[src/rtl/cmd_seq_fsm.sv]
// Command-driven state sequencer: wrap-around stepping, direct jump, idle timeout to home,
// out-of-range state recovery and illegal-command lockout with sticky status.
module cmd_seq_fsm #(
  parameter int NUM_STATES = 6,
  parameter int STATE_W    = 3,
  parameter int MAX_ERR    = 3,
  parameter int TIMEOUT    = 16
) (
  input  logic               clk,
  input  logic               rst_n,
  input  logic               cmd_valid,
  input  logic [2:0]         cmd,
  input  logic [STATE_W-1:0] cmd_arg,
  output logic               cmd_ready,
  input  logic               err_clr,
  output logic [STATE_W-1:0] state_out,
  output logic               busy,
  output logic               err_sticky,
  output logic               locked,
  output logic               fault
);

  localparam int ERR_W = $clog2(MAX_ERR + 1);
  localparam int TMR_W = (TIMEOUT > 0) ? $clog2(TIMEOUT + 1) : 1;

  localparam logic [STATE_W:0]   NUM_S    = (STATE_W + 1)'(NUM_STATES);
  localparam logic [STATE_W-1:0] LAST_S   = STATE_W'(NUM_STATES - 1);
  localparam logic [STATE_W-1:0] ZERO_S   = STATE_W'(32'd0);
  localparam logic [STATE_W-1:0] ONE_S    = STATE_W'(32'd1);
  localparam logic [ERR_W-1:0]   ERR_MAX  = ERR_W'(MAX_ERR);
  localparam logic [ERR_W-1:0]   ERR_ZERO = ERR_W'(32'd0);
  localparam logic [ERR_W-1:0]   ERR_ONE  = ERR_W'(32'd1);
  localparam logic [TMR_W-1:0]   TMR_ZERO = TMR_W'(32'd0);
  localparam logic [TMR_W-1:0]   TMR_ONE  = TMR_W'(32'd1);
  localparam logic [TMR_W-1:0]   TMR_LAST = TMR_W'((TIMEOUT > 0) ? TIMEOUT - 1 : 0);

  typedef enum logic [2:0] {
    OP_NOP  = 3'b000,
    OP_ADV  = 3'b001,
    OP_RET  = 3'b010,
    OP_HOME = 3'b011,
    OP_JUMP = 3'b100
  } op_e;

  logic [STATE_W-1:0] state_r, state_nxt_s;
  logic [ERR_W-1:0]   err_cnt_r, err_cnt_nxt_s, err_inc_s;
  logic [TMR_W-1:0]   timer_r, timer_nxt_s;
  logic               sticky_r, sticky_nxt_s;
  logic               locked_r, locked_nxt_s;
  logic               fault_r, fault_nxt_s;
  logic               illegal_s;
  logic               oor_s;

  assign state_out  = state_r;
  assign busy       = (state_r != ZERO_S);
  assign err_sticky = sticky_r;
  assign locked     = locked_r;
  assign fault      = fault_r;
  assign cmd_ready  = !locked_r;

  // State, error and timer registers
  always_ff @(posedge clk or negedge rst_n) begin
    if (!rst_n) begin
      state_r   <= ZERO_S;
      err_cnt_r <= ERR_ZERO;
      timer_r   <= TMR_ZERO;
      sticky_r  <= 1'b0;
      locked_r  <= 1'b0;
      fault_r   <= 1'b0;
    end else begin
      state_r   <= state_nxt_s;
      err_cnt_r <= err_cnt_nxt_s;
      timer_r   <= timer_nxt_s;
      sticky_r  <= sticky_nxt_s;
      locked_r  <= locked_nxt_s;
      fault_r   <= fault_nxt_s;
    end
  end

  // Next-state decode: recovery > lockout > accepted command > timeout > hold
  always_comb begin
    state_nxt_s   = state_r;
    timer_nxt_s   = timer_r;
    err_cnt_nxt_s = err_clr ? ERR_ZERO : err_cnt_r;
    sticky_nxt_s  = err_clr ? 1'b0 : sticky_r;
    locked_nxt_s  = locked_r;
    fault_nxt_s   = fault_r;
    illegal_s     = 1'b0;
    oor_s         = ({1'b0, state_r} >= NUM_S);
    err_inc_s     = (err_cnt_r == ERR_MAX) ? err_cnt_r : err_cnt_r + ERR_ONE;

    if (oor_s) begin
      state_nxt_s = ZERO_S;
      timer_nxt_s = TMR_ZERO;
      fault_nxt_s = 1'b1;
    end else if (locked_r) begin
      state_nxt_s = ZERO_S;
      timer_nxt_s = TMR_ZERO;
    end else if (cmd_valid) begin
      timer_nxt_s = TMR_ZERO;
      case (cmd)
        OP_NOP:  state_nxt_s = state_r;
        OP_ADV:  state_nxt_s = (state_r == LAST_S) ? ZERO_S : state_r + ONE_S;
        OP_RET:  state_nxt_s = (state_r == ZERO_S) ? LAST_S : state_r - ONE_S;
        OP_HOME: state_nxt_s = ZERO_S;
        OP_JUMP: begin
          if ({1'b0, cmd_arg} < NUM_S) begin
            state_nxt_s = cmd_arg;
          end else begin
            illegal_s = 1'b1;
          end
        end
        default: illegal_s = 1'b1;
      endcase
      // A clear arriving with an illegal command restarts the count at one, never locking
      if (illegal_s) begin
        sticky_nxt_s = 1'b1;
        if (err_clr) begin
          err_cnt_nxt_s = ERR_ONE;
        end else begin
          err_cnt_nxt_s = err_inc_s;
          if (err_inc_s == ERR_MAX) begin
            locked_nxt_s = 1'b1;
            state_nxt_s  = ZERO_S;
          end else begin
            locked_nxt_s = locked_r;
          end
        end
      end else begin
        sticky_nxt_s = sticky_nxt_s;
      end
    end else if (state_r == ZERO_S) begin
      timer_nxt_s = TMR_ZERO;
    end else if (TIMEOUT != 0) begin
      if (timer_r == TMR_LAST) begin
        state_nxt_s = ZERO_S;
        timer_nxt_s = TMR_ZERO;
      end else begin
        timer_nxt_s = timer_r + TMR_ONE;
      end
    end else begin
      timer_nxt_s = TMR_ZERO;
    end
  end

endmodule

[config.mk]
export PLATFORM = sky130hd
export DESIGN_NAME = cmd_seq_fsm
export DESIGN_NICKNAME = d
export VERILOG_FILES = /design/src/rtl/cmd_seq_fsm.sv
export SDC_FILE = /design/constraint.sdc
export NUM_CORES = 1
export LEC_CHECK = 0
export CAP_MARGIN = 5
export CORE_MARGIN = 2
export CORE_UTILIZATION = 52
export CTS_CLUSTER_DIAMETER = 200
export CTS_CLUSTER_SIZE = 8
export DETAILED_ROUTE_END_ITERATION = 10
export PLACE_DENSITY = 0.83
export SLEW_MARGIN = 15
export SYNTH_ARGS = -nofsm -noshare
export SYNTH_HDL_FRONTEND = slang
export SYNTH_SLANG_ARGS = --single-unit
[constraint.sdc]
create_clock -name clk -period 2.5 [get_ports clk]
set_input_delay 0.5 -clock clk [delete_from_list [all_inputs] [get_ports clk]]
set_output_delay 0.5 -clock clk [all_outputs]
set_load 0.005 [all_outputs]
==> results of run 1 <==
## worst max-delay path: stages (launching register included)
cell and delay (ns):
sky130_fd_sc_hd__dfrtp_1 0.51, sky130_fd_sc_hd__nor3_2 0.33, sky130_fd_sc_hd__inv_1 0.12, sky130_fd_sc_hd__clkdlybuf4s50_1 0.46
## cell type report
class / instances / area [µm²]
Multi-Input combinational cell: 64 / 427
Sequential cell: 13 / 325
Timing Repair Buffer: 17 / 170
Inverter: 7 / 26.3
Clock buffer: 4 / 26.3
Fill cell: 116 / 494
Tap cell: 16 / 20.0
## logic make-up (layout without fill, tap and decap cells)
logic type,after synthesis,count (layout)
AOI/OAI and AO/OA,23,23
xor gates and xnor gates,4,4
adders and majority gates,1,1
buffers and inverters,11,28
DFF,13,13
and+or+nand+nor,36,36
## state kept, by name, indices dropped and copies added (netlist names)
signal	count
locked	1
state_out	3
err_sticky	1
err_cnt_r	2
timer_r	5
fault	1
## layout by cell type, fill, tap and decap left out, types with 2 or more instances in the layout
master / n
sky130_fd_sc_hd__a211oi_1: 3
sky130_fd_sc_hd__and4bb_2: 2
sky130_fd_sc_hd__xnor2_1: 2
sky130_fd_sc_hd__nor3_1: 3
sky130_fd_sc_hd__inv_1: 7
sky130_fd_sc_hd__o21ai_0: 3
sky130_fd_sc_hd__nand3_1: 2
sky130_fd_sc_hd__a21oi_1: 7
sky130_fd_sc_hd__nand2b_1: 2
sky130_fd_sc_hd__a21o_1: 3
sky130_fd_sc_hd__nand2_1: 5
sky130_fd_sc_hd__xor2_1: 2
sky130_fd_sc_hd__nor2_1: 7
sky130_fd_sc_hd__clkbuf_4: 3
sky130_fd_sc_hd__and3_1: 4
sky130_fd_sc_hd__clkdlybuf4s50_1: 17
sky130_fd_sc_hd__o211ai_1: 2
sky130_fd_sc_hd__dfrtp_1: 13
sky130_fd_sc_hd__nand3b_1: 2
## worst max-delay path by stage
stage,from,endpoint,slack [ns],depth (start not counted)
2_1_floorplan,cmd[1],state_out[1]$_DFFE_PN0P_,0.84,5
3_3_place_gp,cmd[0],state_out[1]$_DFFE_PN0P_,0.23,5
3_5_place_dp,cmd[1],state_out[1]$_DFFE_PN0P_,0.21,5
4_1_cts,state_out[2]$_DFFE_PN0P_,busy,0.29,3
5_1_grt,state_out[2]$_DFFE_PN0P_,busy,0.16,3
6_report,state_out[2]$_DFFE_PN0P_,busy,0.29,3
## metrics by stage
| stage | instance area (µm²) | util (%) |
|---|---|---|
| 2_1_floorplan | 811 | - |
| 3_3_place_gp | 968 | 65.0 |
| 3_5_place_dp | 968 | 65.0 |
| 4_1_cts | 995 | 66.8 |
| 5_1_grt | 995 | 66.8 |
| 6_report | 995 | 66.8 |
## power by group through the flow
stage / Combinational (mW) / Sequential, mW / Clock, mW
final: 0.0480 / 0.211 / 0.134
after CTS: 0.0480 / 0.211 / 0.136
after global placement: 0.0468 / 0.215 / 0
after global routing: 0.0530 / 0.211 / 0.146
after floorplan: 0.0247 / 0.215 / 0
after detailed placement: 0.0479 / 0.215 / 0
## per-layer routing
layer / track usage (%) / up-vias / part of all wire, %
met5: 0 / - / 0
met4: 12.7 / 0 / 3.3
li1: - / 352 / -
met1: 29.3 / 329 / 48
met3: 3.75 / 8 / 4.0
met2: 31.0 / 27 / 45
==> flow_metrics.tcl, run 1 <==
set metrics [dict create \
    pre_cts_slack_ns 0.214 \
    reg2reg_depth 5 \
    p_int_mw 0.296 \
    vias 716 \
    status "complete, no violations" \
    fp.dieH_um 43.5 \
    setup_tns_ns 0 \
    yosys_warnings 0 \
    report.final.setup_viol 0 \
    rsz0062_at_grt "no" \
    pwr-share-comb_pct 12.2 \
    fp.coreArea_um2 1490 \
    drt_pre_antenna_iters 4 \
    grt_pass1_wl_um 2950 \
    die_w_um 43.5 \
    ir_drop_mv 0.311 \
    share_of_yosys_cell_area_claimed_by_the_top_area_cell_type_pct 40.1 \
    p_switching_mw 0.0969 \
    finalHoldViolCount 0 \
    switching_share_pct 24.7 \
    fmax_mhz 452 \
    flow.area_growth_from_synthesis_pct 22.7 \
    synth.net_count 99 \
    clockRootBuffer "sky130_fd_sc_hd__clkbuf_4" \
    worst_skew_late_latency_ns 0.28 \
    placed_cells_incl_taps 117 \
    category_of_the_worst_setup_path_capture_point "output pin" \
    detail_route.iter0.violations 22 \
    ios 18 \
    synthMuxAreaShare_pct 0 \
    synth.most_common_cell "sky130_fd_sc_hd__dfrtp_1" \
    cts.sink_count 13 \
    asyncSetResetFlopFracSynth_pct 100 \
    post_layout_minimum_cycle_time_ns 2.21 \
    finalHoldWorstSlack_ns 0.468 \
    cts_htree_levels 1 \
    grt_use_total_pct 21.2 \
    gr_overflow_total 0 \
    syn_area_per_cell_um2 9.21 \
    drive_above_1_share_pct 7.62 \
    cts_tree "built" \
    synth_compound_area_share_pct 20.1 \
    rrSetupSlack_ns 0.67 \
    layout_worst_path_cycle_share_pct 88.5 \
    first_global_vias 671 \
    critical_path_peak_fanout 12 \
    grt_start_max_net_pins 14 \
    report.final.slew_viol_count 0 \
    synthFlopType "sky130_fd_sc_hd__dfrtp_1" \
    holdBufCountCts 0 \
    timing.hold.worst.start "timer_r[0]$_DFF_PN0_" \
    count_of_input_and_output_buffers 17 \
    setup.worst_path.class "flop to output pin" \
    synth_seq_area_share_pct 40.1 \
    min_to "timer_r[0]$_DFF_PN0_" \
    synth-edff-count 0 \
    total_standard_cell_area_after_synthesis_um2 811 \
    cts_made_buffers 3 \
    cts.clk_slew.worst_paths_ns 0.08 \
    viasPerCell 5.92 \
    gp_congestion 0.823 \
    hp-class "flop to flop" \
    synth_simple_gate_area_share_pct 26.7 \
    avgRoutedWirePerCell_um 14.0 \
    worst_clock_skew_ns 0.00112 \
    ys_top_cells_by_count "13 x sky130_fd_sc_hd__dfrtp_1, 7 x sky130_fd_sc_hd__a21oi_1, 7 x sky130_fd_sc_hd__inv_1, 7 x sky130_fd_sc_hd__nor2_1, 5 x sky130_fd_sc_hd__nand2_1" \
    crit_arrival_ns 1.71 \
    design_power_total_mw 0.393 \
    cts-resized-gates 0 \
    seq_power_share_pct 53.6 \
    yosysUniqueCellTypes 34 \
    worst_slew_pin_tran_ns 0.573 \
    drc 0 \
    synth_xor_area_share_pct 4.32 \
    worst_r2r_startpoint "timer_r[0]$_DFF_PN0_" \
    n_antenna_cell 0 \
    placementRows 14 \
    reported_leakage_power_nw 0.438 \
    dp_hpwl_um 1280 \
    post_synthesis_sequential_element_count 13 \
    synth_top_family_by_area "simple AND/OR/NAND/NOR gates" \
    ys_top_cells_by_area "sky130_fd_sc_hd__dfrtp_1 40%, sky130_fd_sc_hd__a21oi_1 4.3%, sky130_fd_sc_hd__inv_1 3.2%, sky130_fd_sc_hd__nor2_1 3.2%, sky130_fd_sc_hd__and3_1 3.1%" \
    final_antenna_net_count 0 \
    drt_wl_total_um 1700 \
    starting_density_pct 54.5 \
    power_per_cell_area_nw_per_um2 395 \
    endpoint_of_the_lowest_slack_register_to_register_path "state_out[0]$_DFFE_PN0P_" \
    worst_ep_required_time_ns 2.00 \
    ctsLongestPathBuffers 2 \
    max_cap_viol_count 0 \
    yosysTopAreaCell "sky130_fd_sc_hd__dfrtp_1" \
    timing.hold.worst_path_depth 1 \
    power.clock.fraction_pct 34.2 \
    floorplan.die_area_um2 1890 \
    worstSetupStartpointType "flop" \
    antenna_found_initial 0 \
    worst_slew_margin_rel_pct 61.7 \
    post_cts.repair.setup_buffers 0 \
    layoutNonFillerInstCount 121 \
    yosys.area_share.adder_pct 1.54 \
    synthesis.instances 88 \
    setup_slack_ns 0.287 \
    finalNetCount 117 \
]
Power figures use the tool's default switching activity.
==> run 2, diff against run 1 <==
- HOLD_SLACK_MARGIN: default -> 0.12
==> results of run 2 <==
The final DEF is identical to that of run 1; final timing and power are the same.
==> run 3, diff against run 2 <==
- ABC_AREA: default -> 1
==> run 3 against run 2 <==
- setup slack better by 0.25 ns
- wire length down 6.8%
- cell count up 24%
- highest routed layer is now met3
- critical path type unchanged
- global-route usage down 2.5 points
==> flow_metrics.tcl, run 3 <==
set metrics [dict create \
    status "complete, no violations" \
    n_antenna_cell 0 \
    p_switching_mw 0.0949 \
    dp_hpwl_um 1280 \
    switching_share_pct 24.5 \
    hp-class "flop to flop" \
    cts_made_buffers 3 \
    worst_skew_late_latency_ns 0.27 \
    multi_input_area_um2 439 \
    synth-edff-count 0 \
    report.final.slew_viol_count 0 \
    finalCoreUtilization_pct 69.4 \
    detail_route.iter0.violations 16 \
    synth_seq_area_share_pct 39.3 \
    regMostFlops "timer_r" \
    drt_wl_total_um 1580 \
    yosysUniqueCellTypes 22 \
    post_synthesis_sequential_element_count 13 \
    yosys_warnings 0 \
    fmax_mhz 509 \
    p_int_mw 0.292 \
    setup.worst_path.class "flop to output pin" \
    power.clock.fraction_pct 34.5 \
    category_of_the_worst_setup_path_capture_point "output pin" \
    gp_congestion 0.840 \
    endpoint_of_the_lowest_slack_register_to_register_path "state_out[0]$_DFFE_PN0P_" \
    seq_power_share_pct 54.3 \
    worst_r2r_startpoint "timer_r[0]$_DFF_PN0_" \
    fp.dieH_um 43.9 \
    worst_slew_pin_tran_ns 0.579 \
    syn_area_per_cell_um2 7.33 \
    worstSetupStartpointType "flop" \
    final_antenna_net_count 0 \
    grt_start_max_net_pins 14 \
    ios 18 \
    crit_arrival_ns 1.46 \
    finalNetCount 146 \
    avgRoutedWirePerCell_um 10.5 \
    drt_pre_antenna_iters 4 \
    drive_above_1_share_pct 17.2 \
    ys_top_cells_by_area "sky130_fd_sc_hd__dfrtp_1 39%, sky130_fd_sc_hd__nand2_1 11%, sky130_fd_sc_hd__nand3_1 7.3%, sky130_fd_sc_hd__inv_1 6.8%, sky130_fd_sc_hd__nor2_1 5.4%" \
    cts_tree "built" \
    synth.most_common_cell "sky130_fd_sc_hd__nand2_1" \
    largest_register_ffs 5 \
    asyncSetResetFlopFracSynth_pct 100 \
    vias 756 \
    ir_drop_mv 0.313 \
    share_of_yosys_cell_area_claimed_by_the_top_area_cell_type_pct 39.3 \
    setup_tns_ns 0 \
    post_cts.repair.setup_buffers 0 \
    placementRows 14 \
    cts.sink_count 13 \
    fp.coreArea_um2 1510 \
    cts.clk_slew.worst_paths_ns 0.09 \
    ctsLongestPathBuffers 2 \
    viasPerCell 5.04 \
    holdBufCountCts 0 \
    finalHoldViolCount 0 \
    rrSetupSlack_ns 1.21 \
    starting_density_pct 55.0 \
    pwr-share-comb_pct 11.3 \
    grt_pass1_wl_um 2770 \
    post_layout_minimum_cycle_time_ns 1.96 \
    layout.cells.most_common_list "24 x sky130_fd_sc_hd__nand2_1, 17 x sky130_fd_sc_hd__clkdlybuf4s50_1, 15 x sky130_fd_sc_hd__inv_1" \
    grt_use_total_pct 18.6 \
    rsz0062_at_grt "no" \
    synthesis.instances 113 \
    count_of_input_and_output_buffers 17 \
    reported_leakage_power_nw 0.518 \
    layout_commonest_cell "sky130_fd_sc_hd__nand2_1" \
    synth.net_count 124 \
    reg2reg_depth 9 \
    total_standard_cell_area_after_synthesis_um2 828 \
    seqCellArea_um2 325 \
    synthFlopType "sky130_fd_sc_hd__dfrtp_1" \
    max_cap_viol_count 0 \
    antenna_found_initial 0 \
    layout_worst_path_cycle_share_pct 78.6 \
    report.final.setup_viol 0 \
    drc 0 \
    critical_path_peak_fanout 6 \
    crit_end "busy" \
    fill_cells 124 \
    clockRootBuffer "sky130_fd_sc_hd__clkbuf_4" \
    die_w_um 43.9 \
    flow.area_growth_from_synthesis_pct 26.1 \
    worst_clock_skew_ns 0.00443 \
    cts-resized-gates 0 \
    floorplan.die_area_um2 1930 \
    worst_setup_path_startpoint "state_out[1]$_DFFE_PN0P_" \
    gr_overflow_total 0 \
    first_global_vias 701 \
    yosysTopAreaCell "sky130_fd_sc_hd__dfrtp_1" \
    worst_slew_margin_rel_pct 61.3 \
    power_per_cell_area_nw_per_um2 370 \
    worst_ep_required_time_ns 2.00 \
    cts_htree_levels 1 \
    ys_top_cells_by_count "24 x sky130_fd_sc_hd__nand2_1, 15 x sky130_fd_sc_hd__inv_1, 13 x sky130_fd_sc_hd__dfrtp_1, 12 x sky130_fd_sc_hd__nand3_1, 12 x sky130_fd_sc_hd__nor2_1" \
]
run 3: changes by cell type in the layout (fill, tap and decap cells not counted), moves of 3 or more:
cell,change
sky130_fd_sc_hd__nand2_1,+19
sky130_fd_sc_hd__nand3_1,+10
sky130_fd_sc_hd__inv_1,+8
sky130_fd_sc_hd__nand2_2,+7
sky130_fd_sc_hd__nor2_1,+5
sky130_fd_sc_hd__nor2_2,+5
sky130_fd_sc_hd__and3_1,-4
sky130_fd_sc_hd__a211oi_1,-3
sky130_fd_sc_hd__a21o_1,-3
run 3: power groups by stage:
stage | combinational, mW | sequential, mW | clock [mW]
final | 0.0436 | 0.210 | 0.133
after floorplan | 0.0182 | 0.214 | 0
after global routing | 0.0495 | 0.210 | 0.143
after detailed placement | 0.0436 | 0.214 | 0
after global placement | 0.0430 | 0.214 | 0
after CTS | 0.0438 | 0.210 | 0.136
run 3: worst min path at each step:
stage | from | to | slack [ns] | cells after the start
after global routing | timer_r[0]$_DFF_PN0_ | timer_r[0]$_DFF_PN0_ | 0.50 | 1
after global placement | fault$_DFFE_PN0N_ | fault$_DFFE_PN0N_ | 0.45 | 2
final | fault$_DFFE_PN0N_ | fault$_DFFE_PN0N_ | 0.47 | 2
after detailed placement | fault$_DFFE_PN0N_ | fault$_DFFE_PN0N_ | 0.45 | 2
after CTS | fault$_DFFE_PN0N_ | fault$_DFFE_PN0N_ | 0.47 | 2
after floorplan | rst_n | err_cnt_r[0]$_DFF_PN0_ | 0.20 | 0
run 3: worst max-delay path, cell delays in order (launching register included):
cell                              delay (ns)
sky130_fd_sc_hd__dfrtp_1                0.46
sky130_fd_sc_hd__nor2_2                 0.20
sky130_fd_sc_hd__nand2_4                0.08
sky130_fd_sc_hd__clkdlybuf4s50_1        0.45
run 3: cell type report:
cell class	count	share of cell area (%)
Tap cell	16	1.92
Timing Repair Buffer	17	16.3
Inverter	17	6.11
Clock buffer	4	2.51
Sequential cell	13	31.1
Multi-Input combinational cell	83	42.0
run 3: logic make-up (layout without fill, tap and decap cells):
kind of cell    after synthesis  after routing  share of synthesized area, %
buf+inv                      17             38                          7.70
fa+ha+maj                     1              1                          1.51
xor+xnor                      2              2                          2.12
flops                        13             13                          39.3
simple gates                 69             69                          42.1
compound gates               11             11                          7.25
run 3: metal layers:
layer	part of all wire, %	vias up	track usage, %
li1	-	399	-
met3	3.0	0	3.75
met1	46	344	23.2
met2	51	13	33.2
met5	0	-	0
met4	0	0	3.64
run 3: metrics by stage:
stage / cells / worst slack, ns / total power [mW] / hold WS (ns) / cell area [µm²]
finish: 150 / 0.536 / 0.387 / 0.468 / 1040
detailed placement: 146 / 0.695 / 0.258 / 0.454 / 1020
global placement: 146 / 0.719 / 0.257 / 0.448 / 1020
CTS: 150 / 0.522 / 0.390 / 0.475 / 1040
global route: 150 / 0.471 / 0.402 / 0.505 / 1040
floorplan: 113 / 1.30 / 0.232 / 0.204 / 828
